## src/rtl/guineveer_rst_seq.sv

```systemverilog
// Staged reset sequencer: releases system, I3C and CPU resets in order and unwinds them on a software request.
// Optional debug CPU hold is enabled by defining GUINEVEER_RST_SEQ_DBG_HOLD_EN.
module guineveer_rst_seq #(
    parameter int unsigned HOLD_CYCLES = 3,
    parameter int unsigned STAGE_GAP   = 4,
    parameter int unsigned I3C_TIMEOUT = 16
) (
    input  logic       clk_i,
    input  logic       rst_i,
    input  logic       i3c_clk_ok_i,
    input  logic       sw_rst_req_i,
`ifdef GUINEVEER_RST_SEQ_DBG_HOLD_EN
    input  logic       dbg_cpu_hold_i,
`endif
    output logic       sys_rst_no,
    output logic       i3c_rst_no,
    output logic       cpu_rst_no,
    output logic       done_o,
    output logic       i3c_timeout_o,
    output logic [2:0] state_o
);

    typedef enum logic [2:0] {
        HOLD     = 3'd0,
        GAP1     = 3'd1,
        WAIT_I3C = 3'd2,
        GAP2     = 3'd3,
        RUN      = 3'd4,
        UNW_I3C  = 3'd5,
        UNW_SYS  = 3'd6
    } state_t;

    // Counter value seen on the edge that completes each stage.
    localparam logic [7:0] HOLD_LAST = 8'(HOLD_CYCLES - 1);
    localparam logic [7:0] GAP_LAST  = 8'(STAGE_GAP - 1);
    localparam logic [7:0] TO_LAST   = 8'(I3C_TIMEOUT - 1);

    state_t     state;
    logic [7:0] cnt;
    logic [7:0] cnt_inc;
    logic       dbg_hold;

`ifdef GUINEVEER_RST_SEQ_DBG_HOLD_EN
    assign dbg_hold = dbg_cpu_hold_i;
`else
    assign dbg_hold = 1'b0;
`endif

    always_comb begin
        cnt_inc = (cnt == '1) ? cnt : cnt + 8'd1;
    end

    assign state_o = state;

    always_ff @(posedge clk_i or posedge rst_i) begin
        if (rst_i) begin
            state         <= HOLD;
            cnt           <= '0;
            sys_rst_no    <= 1'b0;
            i3c_rst_no    <= 1'b0;
            cpu_rst_no    <= 1'b0;
            done_o        <= 1'b0;
            i3c_timeout_o <= 1'b0;
        end else begin
            case (state)
                HOLD: begin
                    sys_rst_no <= 1'b0;
                    i3c_rst_no <= 1'b0;
                    cpu_rst_no <= 1'b0;
                    done_o     <= 1'b0;
                    if (cnt == HOLD_LAST) begin
                        sys_rst_no <= 1'b1;
                        state      <= GAP1;
                        cnt        <= '0;
                    end else begin
                        cnt <= cnt_inc;
                    end
                end
                GAP1: begin
                    if (cnt == GAP_LAST) begin
                        state <= WAIT_I3C;
                        cnt   <= '0;
                    end else begin
                        cnt <= cnt_inc;
                    end
                end
                WAIT_I3C: begin
                    if (i3c_clk_ok_i) begin
                        i3c_rst_no <= 1'b1;
                        state      <= GAP2;
                        cnt        <= '0;
                    end else if (cnt == TO_LAST) begin
                        i3c_timeout_o <= 1'b1;
                        state         <= GAP2;
                        cnt           <= '0;
                    end else begin
                        cnt <= cnt_inc;
                    end
                end
                GAP2: begin
                    // A debug hold keeps counting up to saturation, so release needs only the hold to drop.
                    if (cnt >= GAP_LAST && !dbg_hold) begin
                        cpu_rst_no <= 1'b1;
                        done_o     <= 1'b1;
                        state      <= RUN;
                        cnt        <= '0;
                    end else begin
                        cnt <= cnt_inc;
                    end
                end
                RUN: begin
                    if (sw_rst_req_i) begin
                        cpu_rst_no <= 1'b0;
                        done_o     <= 1'b0;
                        state      <= UNW_I3C;
                        cnt        <= '0;
                    end else begin
                        cnt <= cnt_inc;
                    end
                end
                UNW_I3C: begin
                    i3c_rst_no <= 1'b0;
                    state      <= UNW_SYS;
                    cnt        <= '0;
                end
                UNW_SYS: begin
                    sys_rst_no <= 1'b0;
                    state      <= HOLD;
                    cnt        <= '0;
                end
                default: begin
                    sys_rst_no <= 1'b0;
                    i3c_rst_no <= 1'b0;
                    cpu_rst_no <= 1'b0;
                    done_o     <= 1'b0;
                    state      <= HOLD;
                    cnt        <= '0;
                end
            endcase
        end
    end

endmodule

```

## config.mk

```make
export PLATFORM = sky130hd
export DESIGN_NAME = guineveer_rst_seq
export DESIGN_NICKNAME = d
export VERILOG_FILES = /design/src/rtl/guineveer_rst_seq.sv
export SDC_FILE = /design/constraint.sdc
export NUM_CORES = 1
export LEC_CHECK = 0
export ABC_AREA = 1
export BUFFER_PORTS_ARGS = -buffer_cell sky130_fd_sc_hd__buf_4
export CAP_MARGIN = 20
export CORE_AREA = 2 2 51 53
export CTS_BUF_LIST = sky130_fd_sc_hd__clkbuf_16
export CTS_CLUSTER_SIZE = 14
export DETAILED_ROUTE_END_ITERATION = 7
export DIE_AREA = 0 0 53 55
export GPL_TIMING_DRIVEN = 0
export PLACE_DENSITY = 0.59
export SETUP_SLACK_MARGIN = 0.4
export SYNTH_ARGS = -nofsm -noshare
export SYNTH_HDL_FRONTEND = slang
export SYNTH_SLANG_ARGS = --single-unit
```

## constraint.sdc

```tcl
create_clock -name clk_i -period 2.5 [get_ports clk_i]
set_clock_uncertainty 0.05 [all_clocks]
set_input_delay 0.375 -clock clk_i [delete_from_list [all_inputs] [get_ports clk_i]]
set_output_delay 0.375 -clock clk_i [all_outputs]
set_load 0.02 [all_outputs]
```

; After elaboration in Yosys (flattened, before gate mapping)
; Cells that the tools add are included.
[totals]
inputBits = 4
output_inout_bits = 8
reg_bits = 15
wordCells = 57
[classes]
add_sub_neg = 1
eq_ne = 16
mux = 22
reduce_logical = 8
order_cmp = 1
bitwise = 3
[ops]
columns = cell, n
row1 = $mux 8, 7
row2 = $pmux 8 s5, 1
row3 = $mux 3, 6
row4 = $pmux 3 s6, 1
row5 = $eq 8x2->1 const B, 2
row6 = $ne 2x2->1 const B, 5
row7 = $eq 3x3->1 const B, 3
row8 = $add 8x1->8 const B, 1
row9 = $eq 8x4->1 const B, 1
row10 = $eq 8x8->1 const B, 1
row11 = $ge 8x2->1 const B, 1
row12 = $reduce_or 4->1, 2
row13 = $eq 3x2->1 const B, 2
row14 = $reduce_and 3->1, 2
row15 = $reduce_and 5->1, 1
row16 = $reduce_or 5->1, 1
row17 = $mux 1, 4
row18 = $pmux 1 s2, 2
row19 = $eq 3x1->1 const B, 1
row20 = $logic_not 3->1, 1
row21 = $ne 3x3->1 const B, 1
row22 = $not 1->1, 3
row23 = $pmux 1 s3, 1
row24 = $reduce_and 2->1, 1

; Logic depth before layout (Yosys ltp)
; Gate-level depths: netlist of run 1.
[depth]
word_depth = 5
mapped_depth = 9
mapped_depth_nobuf = 9

; Worst setup path before layout of run 1
; OpenSTA, ideal clock, no wires.
[synth_path]
kind = register -> register
start = register cnt[0]
end = register cnt[4]
setup_time_ps = 120
t_required_ps = 2330
arrival_time_ps = 1262
synth_period_minus_slack_ps = 1432
stages_incl_launch_ff = 7
n_path_buf = 0
slack_ps = 1068
cell_sequence = dfrtp_1 ha_1 nand3_2 inv_1 or2_2 a21oi_1 nor2_2
[synth_between]
elab_chain_len = 5
word_cells_on_any_way = 14
classes_between = add/sub: 1 / order compare: 1 / eq/ne: 4 / mux: 8
[synth_rtl]
columns = item, line
row1 = start: declaration, 39  ; logic [7:0] cnt;
row2 = start signal: assignment, 76  ; cnt <= cnt_inc;
row3 = start signal: assignment, 84  ; cnt <= cnt_inc;
row4 = start signal: assignment, 97  ; cnt <= cnt_inc;
row5 = $add 8x1->8 / $eq 8x8->1 (equally long branches), 50  ; cnt_inc = (cnt == '1) ? cnt : cnt + 8'd1;
row6 = $mux 8, 50
row7 = $mux 8, 92  ; end else if (cnt == TO_LAST) begin
row8 = $mux 8, 88  ; if (i3c_clk_ok_i) begin
row9 = $pmux 8 s5 (*), 65  ; case (state)
; Mark *: on every way between the ends. The rest lies on a longest branch, timed or not.
; A chain may end at the register's enable or synchronous reset.

; Worst setup path after layout of run 1
[layout_path]
start = register cnt[1]
end = register cnt[1]
; The elaborated chain is that of the path after synthesis.

==> results of run 1 <==
## power breakdown
group	switching (mW)	leakage, nW	internal, mW
sequential	0.0923	0.201	0.312
combinational	0.463	0.381	0.279
clock	0.0925	0.0423	0.211
## cell usage in the layout (no fill, tap or decap)
| cell type | netlist | routed |
|---|---|---|
| sky130_fd_sc_hd__or2_2 | 1 | 1 |
| sky130_fd_sc_hd__inv_8 | 1 | 1 |
| sky130_fd_sc_hd__nand2_4 | 1 | 1 |
| sky130_fd_sc_hd__a21oi_1 | 4 | 4 |
| sky130_fd_sc_hd__nor2_1 | 13 | 13 |
| sky130_fd_sc_hd__clkbuf_16 | 0 | 3 |
| sky130_fd_sc_hd__nand4_1 | 2 | 2 |
| sky130_fd_sc_hd__buf_4 | 1 | 12 |
| sky130_fd_sc_hd__inv_1 | 17 | 18 |
| sky130_fd_sc_hd__o21bai_1 | 1 | 1 |
| sky130_fd_sc_hd__nand2_1 | 27 | 27 |
| sky130_fd_sc_hd__xor2_1 | 2 | 2 |
| sky130_fd_sc_hd__o21ai_0 | 8 | 8 |
| sky130_fd_sc_hd__a31o_2 | 1 | 1 |
| sky130_fd_sc_hd__ha_1 | 4 | 4 |
| sky130_fd_sc_hd__inv_2 | 2 | 2 |
| sky130_fd_sc_hd__nand3_2 | 1 | 1 |
| sky130_fd_sc_hd__dfrtp_1 | 15 | 15 |
| sky130_fd_sc_hd__nor2_2 | 9 | 9 |
| sky130_fd_sc_hd__nand3_1 | 12 | 12 |
| sky130_fd_sc_hd__nor2_4 | 5 | 5 |
| sky130_fd_sc_hd__nor3_1 | 2 | 2 |
| sky130_fd_sc_hd__nand2_2 | 3 | 3 |
## worst register-to-register path, stage by stage, from the launching register on
cell and delay, ns:
sky130_fd_sc_hd__dfrtp_1 0.38, sky130_fd_sc_hd__ha_1 0.29, sky130_fd_sc_hd__nand3_2 0.13, sky130_fd_sc_hd__nor2_4 0.15, sky130_fd_sc_hd__nor2_2 0.06, sky130_fd_sc_hd__nor2_4 0.14, sky130_fd_sc_hd__nand2_4 0.09, sky130_fd_sc_hd__inv_8 0.09
sky130_fd_sc_hd__nor2_2 0.04
## worst max path at each step
stage	endpoint	slack (ns)
4_1_cts	cnt[1]$_DFF_PP0_	0.93
5_1_grt	cnt[5]$_DFF_PP0_	0.81
2_1_floorplan	cnt[4]$_DFF_PP0_	1.07
3_3_place_gp	cnt[1]$_DFF_PP0_	0.96
3_5_place_dp	cnt[6]$_DFF_PP0_	0.94
6_report	cnt[1]$_DFF_PP0_	0.95
## synthesized netlist by cell type, drive strengths merged (2+ instances only)
cell	count	area [sq um]
nor3	2	10.01
ha	4	50.05
nand2	31	131.4
o21ai	8	40.04
nor2	27	161.4
a21oi	4	20.02
inv	20	82.58
dfrtp	15	375.4
xor2	2	17.52
nand4	2	12.51
nand3	13	70.07
## cell type report
class / count / area [sq um]
clock buffer: 3 / 75.07
fill: 240 / 1165
tap: 30 / 37.54
sequential: 15 / 375.4
multi-input combinational: 96 / 535.5
clock inverter: 1 / 3.754
buffer: 1 / 7.507
inverter: 20 / 82.58
timing repair buffer: 11 / 82.58
## per-layer routing
layer | GRT usage (%) | up-vias | wire length [um]
met4 | 7.692 | 0 | 29
met2 | 28.75 | 12 | 921
met5 | 0 | - | 0
li1 | - | 451 | -
met1 | 17.41 | 382 | 834
met3 | 3.226 | 4 | 68
## flip-flops by register name, indices dropped and copies added, names as in the netlist
register	cells
sys_rst_no	1
cnt	8
i3c_rst_no	1
i3c_timeout_o	1
state_o	3
done_o	1
## per-stage QoR
stage               hold slack [ns]  worst slack (ns)  total power [mW]  util [%]
floorplan                    0.2265             1.068            0.9813         -
global placement             0.4139            0.9647             1.153     47.41
detailed placement           0.4257            0.9406             1.164     47.41
CTS                          0.1809            0.9314             1.481     50.74
global route                 0.2127            0.8129             1.588     50.74
finish                       0.1511            0.9467             1.450     50.74
## cell families after synthesis
logic type	after synthesis	synth area share (%)
buf+inv	21	9.000
xor+xnor	2	1.750
fa+ha+maj	4	5.000
flops	15	37.50
simple gates	76	39.13
compound gates	14	7.626
==> impl_summary.log, run 1 <==
INFO  metric synth-edff-count = 0
INFO  metric ant_nets_after_route = 0
INFO  metric synth_fp_nets = 140
INFO  metric htree_num_levels = 1
INFO  metric finalMaxSlewViolations = 0
INFO  metric crit_path_end_kind = flip-flop
INFO  metric worst_slew_margin_rel = 60.54%
INFO  metric yosysWarnings = 0
INFO  metric grt_setup_unrepaired = false
INFO  metric detailedRoute.firstPassIterationCount = 4
INFO  metric gpl.final_weighted_congestion = 0.8413
INFO  metric cts.sink_count = 15
INFO  metric cp.depth = 8
INFO  metric hold_path_class = in2async
INFO  metric instances_no_fill = 177
INFO  metric globalRoute.totalOverflow = 0
INFO  metric finalCritPeriodShare = 62.13%
INFO  metric worstSkewPairLatency = 0.24 ns
INFO  metric finalHoldViolations = 0
INFO  metric final_net_count = around 160
INFO  metric leakagePower = 0.6249 nW
INFO  metric maxCapViolCount = 0
INFO  metric critPathLaunch = cnt[1]$_DFF_PP0_
INFO  metric timing.critical_path.slowest_cell_delay = between 0.3 and 0.4 ns
INFO  metric synth-seq-cells = 15
INFO  metric netlist_area = 0.001001 sq mm
INFO  metric crit-reg2reg-capture = cnt[1]$_DFF_PP0_
INFO  metric max_clk_rate = around 0.64 GHz
INFO  metric synth_area_per_cell = around 7.6 sq um
INFO  metric floorplan.die.height = 55 um
INFO  metric globalRouteTotalUtil = ~16%
INFO  metric drt_iter0_drc = 7
INFO  metric worst_setup_hold_path_clk_slew = 0.05 ns
INFO  metric cts_made_buffers = 3
INFO  metric grt_start_max_net_pins = 16
INFO  metric ir_drop = 0.6078 mV
INFO  metric distinct_cells_synth = 22
INFO  metric die_area = 0.002915 sq mm
INFO  metric post_cts_resize_count = 0
INFO  metric worstPathRequired = 2.58 ns
INFO  metric worst_pin_slew = 0.5913 ns
INFO  metric synthesis.instances = ~130
INFO  metric clk_root_buffer_cell = sky130_fd_sc_hd__clkbuf_16
INFO  metric core_box_area = between 0.002 and 0.0025 sq mm
INFO  metric n_antenna_cell = 0
INFO  metric vias_in_the_first_global_route = 810
INFO  metric timing.rr.start = cnt[1]$_DFF_PP0_
INFO  metric totalWireLength = approximately 1900 um
INFO  metric synth-seq-area-share = 37.50%
INFO  metric worstPathCellList = ha_1 > nand3_2 > nor2_4 > nor2_2 > nor2_4 > nand2_4 > inv_8 > nor2_2
INFO  metric power_density = 1209 mW/mm^2
INFO  metric drc = 0
INFO  metric cts_tree = yes
INFO  metric final_layout_size_suffix_gt1_share = 26.53%
INFO  metric final_cell_area = between 0.001 and 0.0015 sq mm
INFO  metric vias_per_cell = 4.797
INFO  metric period_needed = 1.553 ns
INFO  metric number_of_failing_setup_endpoints_in_the_final_timing_report = 0
INFO  metric critical_path_arrival = about 1.6 ns
INFO  metric cp_num_buf_inv = 1
INFO  metric route.detailed.wl_per_inst = 10.47 um
INFO  metric ioPinCount = 12
INFO  metric synth_async_sr_flop_share = 100.0%
INFO  metric cp_top_family = simple AND/OR/NAND/NOR gates
INFO  metric fin_setup_tns = 0 ns
INFO  metric outcome = completed
INFO  metric grt_antenna_before_repair = 0
INFO  metric worst-path-max-fanout = 8
INFO  metric postCtsSetupRepairBufs = 0
INFO  metric setup.worst_path.class = reg2reg
INFO  metric io_buffer_count = 11
INFO  metric post_dp_cell_area = ~0.0011 sq mm
INFO  metric rows = 18
INFO  metric cts_max_path_buffers = 2
INFO  metric worstSetupStartpointType = flip-flop
INFO  metric vias = roughly 850
INFO  metric slowest_stage = sky130_fd_sc_hd__dfrtp_1
INFO  metric dpl.cell_count = about 170
INFO  metric hold_buffers = 0
INFO  metric area_delta_synth_final = 19.87%
INFO  metric starting_utilization_of_the_core_area = 42.33%
INFO  metric die_w = 53 um
INFO  metric grt_pass1_wl = about 3300 um
INFO  metric regToRegSetupSlack = 0.95 ns
INFO  metric ys.flop_type = sky130_fd_sc_hd__dfrtp_1
INFO  metric detailed_place_hpwl = 1470 um
INFO  metric ff2ff_path_depth = 8
No activity file was read; power rests on OpenSTA's default activity.
==> inputs of run 2 (changes only) <==
- ABC_AREA: 1 -> 0
- CORE_AREA: 2 2 51 53 -> 2 2 49 51
- DIE_AREA: 0 0 53 55 -> 0 0 51 53
- PLACE_DENSITY: 0.59 -> 0.62
- clock period: 2.5 -> 1.3 ns (I/O delays scaled with it)
==> run 2 against run 1 <==
Compared with the run above:
- the flow now finishes with violations (hold timing, setup timing)
- final area up 17%
- die area down 7.3%
- core utilization up 14 points
- via count up 2.1%
- critical path depth down 3
- sequential power up 100%
- clock power up 99%
- critical endpoint is now cnt[4]$_DFF_PP0_
- highest routed layer unchanged
==> impl_summary.log, run 2 <==
INFO  metric grt.busiest_layer = met2 (unchanged)
INFO  metric finalHoldViolations = 15 (was 0)
INFO  metric io_buffer_count = 11 (unchanged)
INFO  metric finalMaxSlewViolations = 0 (unchanged)
INFO  metric drc = 0 (unchanged)
INFO  metric design_power_total = 3.510 mW (was 1.450 mW)
INFO  metric totalWireLength = 2273 um (was 1853 um)
INFO  metric synth-seq-cells = 15 (unchanged)
INFO  metric worst_setup_hold_path_clk_slew = 0.05 ns (about the same)
INFO  metric grt_start_max_net_pins = 16 (unchanged)
INFO  metric placement.setup.worst_slack = -0.9317 ns (was 0.9406 ns)
INFO  metric timing.hold.ws = -0.03710 ns (was 0.1511 ns)
INFO  metric ir_drop = 1.716 mV (was 0.6078 mV)
INFO  metric synth_top_area_cell = sky130_fd_sc_hd__dfrtp_1 (unchanged)
INFO  metric use_met3 = 3.672% (was 3.226%)
INFO  metric synthDominantCellAreaShare = 40.87% (was 37.50%)
INFO  metric gpl.final_weighted_congestion = 0.8219 (was 0.8413)
INFO  metric ioPinCount = 12 (unchanged)
INFO  metric clk_root_buffer_cell = sky130_fd_sc_hd__clkbuf_16 (unchanged)
INFO  metric crit_path_end_kind = flip-flop (unchanged)
INFO  metric core_box_area = 0.002148 sq mm (was 0.002365 sq mm)
INFO  metric worst_slew_margin_rel = 51.30% (was 60.54%)
INFO  metric final_layout_size_suffix_gt1_share = 46.09% (was 26.53%)
INFO  metric synth_fp_nets = 106 (was 140)
INFO  metric synth_async_sr_flop_share = 100.0% (unchanged)
INFO  metric critical_path_arrival = 2.19 ns (was 1.63 ns)
INFO  metric layout_commonest_cell = sky130_fd_sc_hd__buf_4 (was sky130_fd_sc_hd__nand2_1)
INFO  metric globalRoute.totalOverflow = 0 (unchanged)
INFO  metric cts.sink_count = 15 (unchanged)
INFO  metric worst-path-max-fanout = 8 (unchanged)
INFO  metric max_clk_rate = 0.4726 GHz (was 0.6438 GHz)
INFO  metric vias_in_the_first_global_route = 762 (was 810)
INFO  metric cts_max_path_buffers = 2 (unchanged)
INFO  metric worstSkewPairLatency = 0.25 ns (was 0.24 ns)
INFO  metric regMostFlops = cnt (unchanged)
INFO  metric power_density = 2507 mW/mm^2 (was 1209 mW/mm^2)
INFO  metric ant_nets_after_route = 0 (unchanged)
INFO  metric leakagePower = 0.6435 nW (was 0.6249 nW)
INFO  metric synthTopCellsByArea = sky130_fd_sc_hd__dfrtp_1 41%, sky130_fd_sc_hd__ha_1 5.4%, sky130_fd_sc_hd__nor2_1 4.5% (was sky130_fd_sc_hd__dfrtp_1 38%, sky130_fd_sc_hd__nand2_1 10%, sky130_fd_sc_hd__inv_1 6.4%)
INFO  metric worstPathRequired = 1.37 ns (was 2.58 ns)
INFO  metric synth-seq-area-share = 40.87% (was 37.50%)
INFO  metric area_delta_synth_final = 52.45% (was 19.87%)
INFO  metric period_needed = 2.116 ns (was 1.553 ns)
INFO  metric number_of_failing_setup_endpoints_in_the_final_timing_report = 14 (was 0)
INFO  metric outcome = finished with violations (was completed)
INFO  metric globalRouteTotalUtil = 18.42% (was 15.72%)
INFO  metric synth_area_per_cell = 9.371 sq um (was 7.583 sq um)
INFO  metric synthesis.instances = 98 (was 132)
INFO  metric setup.worst_path.class = reg2reg (unchanged)
INFO  metric globalRouteMet2Util = 25.76% (was 28.75%)
INFO  metric hold_path_class = in2async (unchanged)
INFO  metric largest_register_ff_count = 8 (unchanged)
INFO  metric rows = 17 (was 18)
INFO  metric nFillCells = 165 (was 240)
INFO  metric cts_tree = yes (unchanged)
INFO  metric detailed_place_hpwl = 1378 um (was 1470 um)
INFO  metric vias_per_cell = 5.558 (was 4.797)
INFO  metric layout_common_cells = 14 x sky130_fd_sc_hd__buf_4, 13 x sky130_fd_sc_hd__buf_6, 10 x sky130_fd_sc_hd__dfrtp_1, 9 x sky130_fd_sc_hd__nor2_1 (was 27 x sky130_fd_sc_hd__nand2_1, 18 x sky130_fd_sc_hd__inv_1, 15 x sky130_fd_sc_hd__dfrtp_1, 13 x sky130_fd_sc_hd__nor2_1)
INFO  metric yosysWarnings = 0 (unchanged)
INFO  metric ys.flop_type = sky130_fd_sc_hd__dfrtp_1 (unchanged)
INFO  metric grt_setup_unrepaired = true (was false)
INFO  metric final_net_count = 137 (was 156)
INFO  metric maxCapViolCount = 0 (unchanged)
INFO  metric fin_setup_tns = -9.937 ns (was 0 ns)
INFO  metric cts_made_buffers = 3 (unchanged)
INFO  metric post-route-worst-setup-slack = -0.8159 ns (was 0.9467 ns)
INFO  metric grt_pass1_wl = 3601 um (was 3270 um)
INFO  metric worst_pin_slew = 0.7238 ns (was 0.5913 ns)
INFO  metric floorplan.die.height = 53 um (was 55 um)
INFO  metric grt_antenna_before_repair = 0 (unchanged)
INFO  metric synth_most_common_cell = sky130_fd_sc_hd__dfrtp_1 (was sky130_fd_sc_hd__nand2_1)
INFO  metric gr-usage-met1 = 25.49% (was 17.41%)
INFO  metric yosys-top-cells-count = 15 x sky130_fd_sc_hd__dfrtp_1, 11 x sky130_fd_sc_hd__nor2_1, 7 x sky130_fd_sc_hd__inv_1 (was 27 x sky130_fd_sc_hd__nand2_1, 17 x sky130_fd_sc_hd__inv_1, 15 x sky130_fd_sc_hd__dfrtp_1)
INFO  metric die_area = 0.002703 sq mm (was 0.002915 sq mm)
INFO  metric die_w = 51 um (was 53 um)
INFO  metric vias = 867 (was 849)
INFO  metric violations = hold timing, setup timing
INFO  metric htree_num_levels = 1 (unchanged)
INFO  metric worstSetupStartpointType = flip-flop (unchanged)
INFO  metric n_antenna_cell = 0 (unchanged)
INFO  metric route.detailed.wl_per_inst = 14.57 um (was 10.47 um)
INFO  metric netlist_area = 918.4 sq um (was 0.001001 sq mm)
INFO  metric finalCritPeriodShare = 162.8% (was 62.13%)
INFO  metric drt_iter0_drc = 5 (was 7)
INFO  metric distinct_cells_synth = 36 (was 22)
INFO  metric synth-edff-count = 0 (unchanged)
INFO  metric detailedRoute.firstPassIterationCount = 4 (unchanged)
INFO  metric starting_utilization_of_the_core_area = 42.75% (was 42.33%)
==> run 2: what timing repair did <==
item | CTS | global route
buffers inserted | 9 | 6
pin swaps | 6 | 1
resized for setup | 21 | 9
hold endpoints to repair | 15 | 0
setup endpoints to repair | 23 | 23
==> run 2: cells by family (layout without fill, tap and decap cells) <==
| kind of cell | after synthesis | in the layout | share of synthesized area (%) |
|---|---|---|---|
| simple gates | 39 | 39 | 22.07 |
| compound gates | 23 | 23 | 20.03 |
| flops | 15 | 15 | 40.87 |
| buf+inv | 11 | 41 | 5.178 |
| fa+ha+maj | 4 | 4 | 5.450 |
| mux | 4 | 4 | 4.496 |
| xor+xnor | 2 | 2 | 1.908 |
==> run 2: metrics by stage <==
step	std cells	util (%)	cell area (sq um)
3_5_place_dp	137	50.67	1089
4_1_cts	150	61.62	1324
6_report	156	65.17	1400
2_1_floorplan	98	-	970.9
3_3_place_gp	137	50.67	1089
5_1_grt	156	65.17	1400
==> run 2: worst max-delay path, stage by stage (launching register included) <==
cell and delay [ns]:
sky130_fd_sc_hd__dfrtp_2 0.40, sky130_fd_sc_hd__or4_4 0.55, sky130_fd_sc_hd__o41a_1 0.40, sky130_fd_sc_hd__a2111oi_4 0.35
sky130_fd_sc_hd__buf_6 0.19, sky130_fd_sc_hd__a211oi_2 0.04
==> run 2: report_power, final <==
group | leakage [nW] | internal [mW] | switching (mW)
logic | 0.415 | 1.05 | 1.03
registers | 0.187 | 0.619 | 0.200
clock network | 0.0409 | 0.411 | 0.195
==> run 2: per-layer routing <==
metal,up-vias,routed length (um)
met2,25,970
met5,-,0
met4,0,87
met3,10,89
li1,427,-
met1,405,1126
==> run 2: layout make-up <==
type / instances / area, sq um / share of cell area [%]
multi-input combinational: 72 / 595.6 / 42.54
sequential: 15 / 381.6 / 27.26
timing repair buffer: 26 / 240.2 / 17.16
clock buffer: 3 / 75.07 / 5.362
buffer: 4 / 38.79 / 2.770
tap: 28 / 35.03 / 2.502
inverter: 7 / 28.78 / 2.055
clock inverter: 1 / 5.005 / 0.3575
==> run 2: worst paths after layout <==
| check | startpoint | endpoint | cells after the start | slack (ns) |
|---|---|---|---|---|
| setup / recovery | cnt[6]$_DFF_PP0_ | cnt[4]$_DFF_PP0_ | 5 | -0.82 |
| min in group clk_i | i3c_clk_ok_i | i3c_timeout_o$_DFFE_PP0P_ | 3 | 0.27 |
| max in group asynchronous | rst_i | cnt[5]$_DFF_PP0_ | 2 | 0.82 |
| hold reg to reg | sys_rst_no$_DFFE_PP0N_ | sys_rst_no$_DFFE_PP0N_ | 1 | 0.46 |
| setup reg to reg | cnt[6]$_DFF_PP0_ | cnt[4]$_DFF_PP0_ | 5 | -0.82 |
| hold / removal | rst_i | i3c_rst_no$_DFFE_PP0P_ | 2 | -0.04 |
